File: config.mk
export PLATFORM = sky130hd
export DESIGN_NAME = ifetch_ctrl
export DESIGN_NICKNAME = d
export VERILOG_FILES = /design/src/rtl/ifetch_pkg.sv /design/src/rtl/fetch_buf.sv /design/src/rtl/ifetch_ctrl.sv
export SDC_FILE = /design/constraint.sdc
export NUM_CORES = 1
export LEC_CHECK = 0
export BUFFER_PORTS_ARGS = -buffer_cell sky130_fd_sc_hd__buf_2
export CAP_MARGIN = 20
export CORE_MARGIN = 8
export CORE_UTILIZATION = 35
export CTS_CLUSTER_DIAMETER = 30
export CTS_CLUSTER_SIZE = 40
export DETAILED_ROUTE_END_ITERATION = 8
export GPL_TIMING_DRIVEN = 0
export HOLD_SLACK_MARGIN = 0.06
export MAX_ROUTING_LAYER = met4
export SETUP_SLACK_MARGIN = 0.02
export SLEW_MARGIN = 20
export SYNTH_ARGS = -nofsm -noshare
export SYNTH_HDL_FRONTEND = slang
export SYNTH_HIERARCHICAL = 1
export SYNTH_SLANG_ARGS = --single-unit
File: constraint.sdc
create_clock -name clk -period 3.6 [get_ports clk]
set_input_delay 0.54 -clock clk [delete_from_list [all_inputs] [get_ports clk]]
set_output_delay 0.54 -clock clk [all_outputs]
set_load 0.01 [all_outputs]
File: src/rtl/ifetch_pkg.sv
`default_nettype none
// ------------------------------------------------------------------
// ifetch_pkg : shared types and constants for the fetch controller
// Rev 1.0
// ------------------------------------------------------------------
package ifetch_pkg;

  typedef enum logic [0:0] {
    ST_RUN   = 1'b0,
    ST_FAULT = 1'b1
  } state_e;

  localparam int          INSTR_BYTES      = 4;
  localparam logic [31:0] DEFAULT_RESET_PC = 32'h0000_0000;

  typedef struct packed {
    logic [31:0] pc;
    logic [31:0] instr;
  } entry_t;

endpackage
`default_nettype wire

File: src/rtl/fetch_buf.sv
`default_nettype none
// ------------------------------------------------------------------
// fetch_buf : DEPTH-entry FIFO of tagged instructions, flush wins
// Rev 1.0
// ------------------------------------------------------------------
module fetch_buf
  import ifetch_pkg::*;
#(
  parameter int DEPTH = 3
) (
  input  logic                         clk,
  input  logic                         rst_n,
  input  logic                         flush,
  input  logic                         push,
  input  entry_t                       push_data,
  input  logic                         pop,
  output entry_t                       head,
  output logic [$clog2(DEPTH+1)-1:0]   count
);

  localparam int CW = $clog2(DEPTH + 1);
  localparam int PW = (DEPTH > 1) ? $clog2(DEPTH) : 1;

  entry_t          mem_q [DEPTH];
  entry_t          mem_d [DEPTH];
  logic [PW-1:0]   wr_ptr_q, wr_ptr_d;
  logic [PW-1:0]   rd_ptr_q, rd_ptr_d;
  logic [CW-1:0]   count_q, count_d;
  logic            empty;
  logic            full;
  logic            do_pop;

  function automatic logic [PW-1:0] ptr_inc(input logic [PW-1:0] p);
    return (p == PW'(DEPTH - 1)) ? '0 : p + 1'b1;
  endfunction

  assign empty  = (count_q == '0);
  assign full   = (count_q == CW'(DEPTH));
  assign do_pop = pop && !empty;
  assign head   = mem_q[rd_ptr_q];
  assign count  = count_q;

  always_comb begin
    mem_d    = mem_q;
    wr_ptr_d = wr_ptr_q;
    rd_ptr_d = rd_ptr_q;
    count_d  = count_q;
    if (flush) begin
      wr_ptr_d = '0;
      rd_ptr_d = '0;
      count_d  = '0;
    end else begin
      if (push) begin
        mem_d[wr_ptr_q] = push_data;
        wr_ptr_d        = ptr_inc(wr_ptr_q);
      end
      if (do_pop) begin
        rd_ptr_d = ptr_inc(rd_ptr_q);
      end
      case ({push, do_pop})
        2'b10:   count_d = count_q + 1'b1;
        2'b01:   count_d = count_q - 1'b1;
        default: count_d = count_q;
      endcase
    end
  end

  always_ff @(posedge clk) begin
    if (!rst_n) begin
      for (int i = 0; i < DEPTH; i++) begin
        mem_q[i] <= '0;
      end
      wr_ptr_q <= '0;
      rd_ptr_q <= '0;
      count_q  <= '0;
    end else begin
      mem_q    <= mem_d;
      wr_ptr_q <= wr_ptr_d;
      rd_ptr_q <= rd_ptr_d;
      count_q  <= count_d;
    end
  end

  // The issue credit guarantees a push into a full buffer always pairs with a pop.
  a_no_overflow : assert property (@(posedge clk) disable iff (!rst_n)
    !(push && full && !pop && !flush));

endmodule
`default_nettype wire

File: src/rtl/ifetch_ctrl.sv
`default_nettype none
// ------------------------------------------------------------------
// ifetch_ctrl : sequences the L1 I-ROM and feeds decode via valid/ready
// Rev 1.0
// ------------------------------------------------------------------
module ifetch_ctrl
  import ifetch_pkg::*;
#(
  parameter logic [31:0] RESET_PC = DEFAULT_RESET_PC,
  parameter int          DEPTH    = 3
) (
  input  logic        clk,
  input  logic        rst_n,
  output logic        mem_re,
  output logic [31:0] mem_a,
  input  logic [31:0] mem_rd,
  input  logic        redirect_valid,
  input  logic [31:0] redirect_pc,
  output logic        out_valid,
  input  logic        out_ready,
  output logic [31:0] out_instr,
  output logic [31:0] out_pc,
  output logic        misalign_err
);

  localparam int CW = $clog2(DEPTH + 1);

  state_e        state_q, state_d;
  logic [31:0]   fetch_pc_q, fetch_pc_d;
  logic [31:0]   tag_q, tag_d;
  logic          inflight_q, inflight_d;
  logic          misalign_q, misalign_d;

  entry_t        head;
  entry_t        resp;
  logic [CW-1:0] occ;
  logic [CW:0]   credit_used;
  logic          issue;
  logic          resp_kill;
  logic          buf_push;
  logic          buf_pop;
  logic          redirect_aligned;

  // Credit counts only registered state, so out_ready never reaches mem_re.
  assign credit_used      = {1'b0, occ} + (CW+1)'(inflight_q);
  assign issue            = (state_q == ST_RUN) && (credit_used < (CW+1)'(DEPTH)) && !redirect_valid;
  assign redirect_aligned = (redirect_pc[1:0] == 2'b00);

  assign resp_kill = redirect_valid;
  assign buf_push  = inflight_q && !resp_kill;
  assign buf_pop   = out_valid && out_ready && !redirect_valid;
  assign resp.pc    = tag_q;
  assign resp.instr = mem_rd;

  assign mem_re       = issue && rst_n;
  assign mem_a        = {fetch_pc_q[31:2], 2'b00};
  assign out_valid    = (occ != '0) && (state_q == ST_RUN);
  assign out_instr    = head.instr;
  assign out_pc       = head.pc;
  assign misalign_err = misalign_q;

  always_comb begin
    state_d    = state_q;
    fetch_pc_d = fetch_pc_q;
    tag_d      = tag_q;
    inflight_d = issue;
    misalign_d = 1'b0;
    if (redirect_valid) begin
      if (!redirect_aligned) begin
        misalign_d = (state_q == ST_RUN);
        state_d    = ST_FAULT;
        fetch_pc_d = redirect_pc;
      end else begin
        state_d    = ST_RUN;
        fetch_pc_d = {redirect_pc[31:2], 2'b00};
      end
    end else if (issue) begin
      fetch_pc_d = fetch_pc_q + 32'(INSTR_BYTES);
      tag_d      = fetch_pc_q;
    end
  end

  always_ff @(posedge clk) begin
    if (!rst_n) begin
      state_q    <= ST_RUN;
      fetch_pc_q <= RESET_PC;
      tag_q      <= RESET_PC;
      inflight_q <= 1'b0;
      misalign_q <= 1'b0;
    end else begin
      state_q    <= state_d;
      fetch_pc_q <= fetch_pc_d;
      tag_q      <= tag_d;
      inflight_q <= inflight_d;
      misalign_q <= misalign_d;
    end
  end

  fetch_buf #(
    .DEPTH (DEPTH)
  ) u_fetch_buf (
    .clk       (clk),
    .rst_n     (rst_n),
    .flush     (redirect_valid),
    .push      (buf_push),
    .push_data (resp),
    .pop       (buf_pop),
    .head      (head),
    .count     (occ)
  );

endmodule
`default_nettype wire

# --- After elaboration in Yosys (flattened, before gate mapping) ---
# Index checks and enable logic that the tools add are counted.
totals:
  register_bits: 265
  in_bits: 68
  word_cells: 66
classes:
  add_sub_neg: 6
  magnitude_cmp: 4
  n_eq_ne: 4
  n_mux: 13
  bitwise: 5
  n_reduce_logical: 20
ops:
  columns: ["op", "count"]
  rows:
  - ["$bwmux 192", 1]
  - ["$mux 64", 3]
  - ["$bmux 64 s2", 1]
  - ["$demux 64 s2", 1]
  - ["$mux 32", 2]
  - ["$add 32x3->32 const B", 1]
  - ["$logic_and 1x1->1", 9]
  - ["$add 2x1->2 const B", 3]
  - ["$eq 2x2->1 const B", 3]
  - ["$ge 3x3->1 const B", 2]
  - ["$mux 2", 3]
  - ["$not 2->3", 2]
  - ["$reduce_bool 2->1", 3]
  - ["$logic_not 2->1", 2]
  - ["$pmux 2 s2", 1]
  - ["$reduce_and 2->1", 2]
  - ["$add 2x1->3", 1]
  - ["$lt 3x1->1 const B", 1]
  - ["$lt 3x2->1 const B", 1]
  - ["$not 1->1", 3]
  - ["$reduce_or 3->1", 1]
  - ["$eq 2x1->1 const B", 1]
  - ["$logic_not 1->1", 2]
  - ["$reduce_or 2->1", 1]
  - ["2 further kinds", 2]

# --- Longest topological paths before layout ---
depth:
  word_depth: 7
  mapped_depth: 10
  depth_no_buf: 9

# --- Modules after synthesis ---
# Netlist, hierarchy kept.
by_module_without_submodules:
  columns: ["mod", "n_inst", "cells_each", "area_per_inst_um2", "seq_area_each_um2"]
  rows:
  - ["fetch_buf", 1, 1081, 8782.2, 3963.8]
  - ["ifetch_ctrl", 1, 429, 3429.5, 1341.3]

# --- Worst setup path before layout ---
# No wires, ideal clock.
synth_timing:
  path_kind: "register -> register"
  from: "register u_fetch_buf.count_q[0], in the netlist u_fetch_buf/count[0]"
  to: "register fetch_pc_q[29]"
  setup_ns: 0.074
  arrival_ns: 2.261
  required_time_ns: 3.526
  setup_slack_ns: 1.264
  path_stages_with_launch: 7
  path_cell_list: "dfxtp_1 ha_1 ha_1 a211o_1 or4_1 or4_1 a31oi_1"
synth_between:
  elab_chain_len: 5
synth_lines:
  columns: ["item", "line_no", "rtl"]
  rows:
  - ["start: declaration", "fetch_buf.sv:28", "logic [CW-1:0] count_q, count_d;"]
  - ["start signal: assignment", "fetch_buf.sv:80", "count_q <= count_d;"]
  - ["$add 2x1->3", "ifetch_ctrl.sv:45", "assign credit_used = {1'b0, occ} + (CW+1)'(inflight_q);"]
  - ["$lt 3x2->1", "ifetch_ctrl.sv:46", "assign issue = (state_q == ST_RUN) && (credit_used < (CW+1)'(DEPTH)) && !redirect_valid;"]
  - ["$logic_and 1x1->1 (2 in series)", "ifetch_ctrl.sv:46", null]
  - ["$reduce_bool 2->1 (no source line)", null, null]
  - ["end signal: assignment", "ifetch_ctrl.sv:92", "fetch_pc_q <= fetch_pc_d;"]
  - ["end: declaration", "ifetch_ctrl.sv:29", "logic [31:0] fetch_pc_q, fetch_pc_d;"]
# Every way passes these cells.
# A chain may end at the register's enable or synchronous reset.

# --- Worst setup path after layout ---
layout_timing:
  from: "register u_fetch_buf.rd_ptr_q[1]"
  to: "output out_pc[0]"
layout_between:
  elab_chain_len: 4
layout_lines:
  columns: ["item", "line_no", "rtl"]
  rows:
  - ["start: declaration", "fetch_buf.sv:27", "logic [PW-1:0] rd_ptr_q, rd_ptr_d;"]
  - ["start signal: assignment", "fetch_buf.sv:79", "rd_ptr_q <= rd_ptr_d;"]
  - ["$not 2->3 (not written as such)", "fetch_buf.sv:40", "assign head = mem_q[rd_ptr_q];"]
  - ["$bmux 64 s2", "fetch_buf.sv:40", null]
  - ["$mux 64 (not written as such) (2 in series)", "fetch_buf.sv:40", null]
  - ["end: declaration", "ifetch_ctrl.sv:22", "output logic [31:0] out_pc,"]
# Every way passes these cells. The select of a mux whose other input is x is not followed.

==> results.json <==
{
  "post-dp-hpwl_um": 27140,
  "gp_congestion": 0.8668,
  "synthXorXnorAreaFrac_pct": 0.6455,
  "power_density_mw_per_mm2": 568.3,
  "p_leak_uw": 0.005738,
  "switching_share_pct": 21.94,
  "crit_required_ns": 3.06,
  "muxShareOfSynthArea_pct": 5.410,
  "rows": 68,
  "die_h_um": 202.8,
  "slew_violations": 0,
  "clockBufferDepth": 3,
  "coreArea_sq_mm": 0.03446,
  "critPathCaptureType": "output port",
  "synth_simple_gate_area_share_pct": 23.04,
  "nets": 1809,
  "cp_slowest_stage_delay_ns": 0.54,
  "yosys.area.top_type": "dfxtp_1",
  "synth_top_area_share_pct": 43.44,
  "crit_path_frequent_cell": "clkbuf_1",
  "synth_top_family_by_area": "simple AND/OR/NAND/NOR gates",
  "period_needed_ns": 3.255,
  "clk_pin_slew_ns": 0.04,
  "cpMaxStageDelayCell": "clkbuf_1",
  "grt_max_degree": 17,
  "synth-compound-area-share_pct": 20.34,
  "cts.sinks": 265,
  "cap_viol_max_count": 0,
  "cts_tree": "done",
  "worstRegToRegCells": 7,
  "hold_violations": 0,
  "crit_buf_inv": 3,
  "ios": 167,
  "cp.arrival_ns": 2.71,
  "synth_cell_types": 52,
  "dr.pass1.iters": 5,
  "clk-insertion-delay-late_ns": 0.57,
  "synth_edf_count": 0,
  "crit_type": "register to output port",
  "drive_gt1_share_pct": 21.75,
  "worst-path-max-fanout": 10,
  "antenna_found_initial": 0,
  "hold_depth": 2,
  "setup_slack_ns": 0.3452,
  "syn2layout_area_growth_pct": 28.52,
  "port-buffer-count": 164,
  "syn_area_sq_mm": 0.01221,
  "fin_crit_sh_pct": 90.41,
  "outcome": "complete, no violations",
  "synthAdderAreaFrac_pct": 0.4098,
  "cts_buffers": 60,
  "diodes": 0,
  "grt_pass1_wl_um": 59940,
  "grt_pass1_vias": 10890,
  "cts_setup_buffers": 0,
  "rsz0062_at_grt": "false",
  "wl_per_cell_um": 16.99,
  "via_per_inst": 4.956,
  "start_kind": "register",
  "pwr-share-comb_pct": 4.6,
  "ys_seq_elements": 265,
  "setup_tns_ns": 0,
  "hold_class": "primary input to register",
  "p_int_uw": 6963,
  "tightest_slew_ns": 0.8434,
  "p_clk_share_pct": 61.0,
  "cts_htree_levels": 2,
  "track_usage_pct": 18.40,
  "postRouteAntennaNets": 0,
  "setup_violations": 0,
  "power_frac_seq_pct": 34.4,
  "post-place-ws_ns": 0.4180,
  "path_delay_family": "buffers and inverters",
  "path_depth": 6,
  "dieArea_sq_mm": 0.04112,
  "syn-mean-instance-area_sq_um": 8.087,
  "fin_skew_ns": 0.02719,
  "syn_inst": 1510,
  "fmax_mhz": 307.2,
  "crit_chain": "nor2b_1, clkbuf_1, clkbuf_1, nand2_1, o21ai_0, buf_2",
  "ir_worst_vdd_v": 0.0003578,
  "synth_ff_type": "dfxtp_1",
  "drc": 0,
  "ctsHoldBuffers": 0,
  "drt-initial-drc-count": 552,
  "maxSlewHeadroom_pct": 43.31,
  "switchingPower_uw": 1957,
  "cts_root_buffer": "clkbuf_16",
  "start_util_pct": 35.44,
  "die_x_um": 202.8,
  "dr_total_vias": 11100,
  "yosysWarnings": 6,
  "synthArstFlopShare_pct": 0,
  "yosys-top-cells-area": "dfxtp_1 43%, nand2_1 16%, a21boi_0 8.7%, mux2i_1 5.4%, a21boi_1 5.1%",
  "ys_seq_area_share_pct": 43.44,
  "drt_wl_total_um": 38050,
  "grt_overflow": 0
}
worst reg2reg max path, cell delays in order (launching register included):
cell      delay, ns
dfxtp_1        0.36
ha_1           0.20
ha_1           0.34
a211oi_2       0.70
clkbuf_1       0.50
nand3_1        0.13
nor4b_1        0.30
nor3_1         0.10
cells by family after synthesis:
group,after synthesis
AND/OR/NAND/NOR,649
AO/OA/AOI/OAI,367
flip-flops,265
buffers and inverters,149
multiplexers,66
XOR/XNOR,9
adder cells (fa/ha/maj),4
other,1
metal layers:
metal	routed length, um	GRT usage [%]
met5	0	-
met4	663	5.180
met3	2253	3.315
met2	17560	29.41
met1	17570	23.65
cell usage after synthesis (5+ instances only):
cell type / number
nand2_2: 30
o21ai_0: 103
buf_4: 41
xnor2_1: 5
a21boi_1: 83
or4_1: 7
inv_1: 6
or3_1: 11
a21oi_1: 11
a31oi_1: 10
nor3_1: 9
nand4_1: 14
nand3_1: 16
nand2b_1: 5
nor2_1: 11
buf_2: 39
nand2_1: 505
nor4_1: 5
mux2i_1: 66
buf_6: 7
nor4b_1: 6
a21boi_0: 141
clkbuf_1: 54
and4_1: 6
dfxtp_1: 265
cells in the final DEF (no fill, tap or decap), drive strengths merged, types with 5 or more instances in the layout:
cell    count
nand2b      5
nor3        9
inv         6
buf       252
clkbuf    138
a21oi      11
nor4b       6
a31oi      10
clkinv     15
nand2     535
nand4      14
xnor2       5
or3        11
bufinv      7
nor2       11
nand3      16
mux2i      66
o21ai     103
dfxtp     265
a21boi    224
or4         7
nor4        5
and4        6
through the flow:
stage / cell area (sq um) / power (uW) / cells / hold slack (ns) / utilization [%]
3_3_place_gp: 13610 / 3524 / 2130 / 0.4397 / 39.48
6_report: 15700 / 8920 / 2239 / 0.1983 / 45.55
2_1_floorplan: 12220 / 3338 / 1511 / 0.4344 / -
3_5_place_dp: 13610 / 3528 / 2130 / 0.4447 / 39.50
5_1_grt: 15700 / 9213 / 2239 / 0.1966 / 45.55
4_1_cts: 15680 / 8996 / 2239 / 0.1712 / 45.51
path summary, 6_finish.rpt:
path                           start                endpoint  slack (ns)
max          u_fetch_buf/rd_ptr_q[1]               out_pc[0]        0.35
min                   redirect_pc[2]           fetch_pc_q[2]        0.20
max reg2reg     u_fetch_buf/count[0]          fetch_pc_q[21]        0.85
min reg2reg   u_fetch_buf/mem_q[141]  u_fetch_buf/mem_q[141]        0.45
flip-flops by register name, summed over array words and instances, names as in the netlist:
name / cells
u_fetch_buf/count: 2
fetch_pc_q: 32
inflight_q: 1
u_fetch_buf/rd_ptr_q: 2
state_q: 1
tag_q: 32
u_fetch_buf/mem_q: 192
u_fetch_buf/wr_ptr_q: 2
misalign_err: 1
power groups by stage:
stage	logic (uW)	clock network [uW]	registers, uW
after floorplan	246	0	3090
after global placement	402	0	3120
after detailed placement	406	0	3120
after CTS	409	5520	3070
after global routing	447	5690	3080
final	408	5440	3070
what timing repair did:
item,4_1_cts,5_1_grt
gates resized for setup,0,1
endpoints found under the hold margin,0,0
endpoints found under the setup margin,0,1
layout make-up:
| cell class | instances | area (sq um) |
|---|---|---|
| Sequential cell | 265 | 5305 |
| Buffer | 143 | 793.3 |
| Tap cell | 455 | 569.3 |
| Multi-Input combinational cell | 1097 | 6113 |
| Timing Repair Buffer | 164 | 820.8 |
| Fill cell | 3352 | 18760 |
| Clock inverter | 26 | 351.6 |
| Inverter | 6 | 22.52 |
| Clock buffer | 83 | 1719 |
Power figures use the tool's default switching activity.
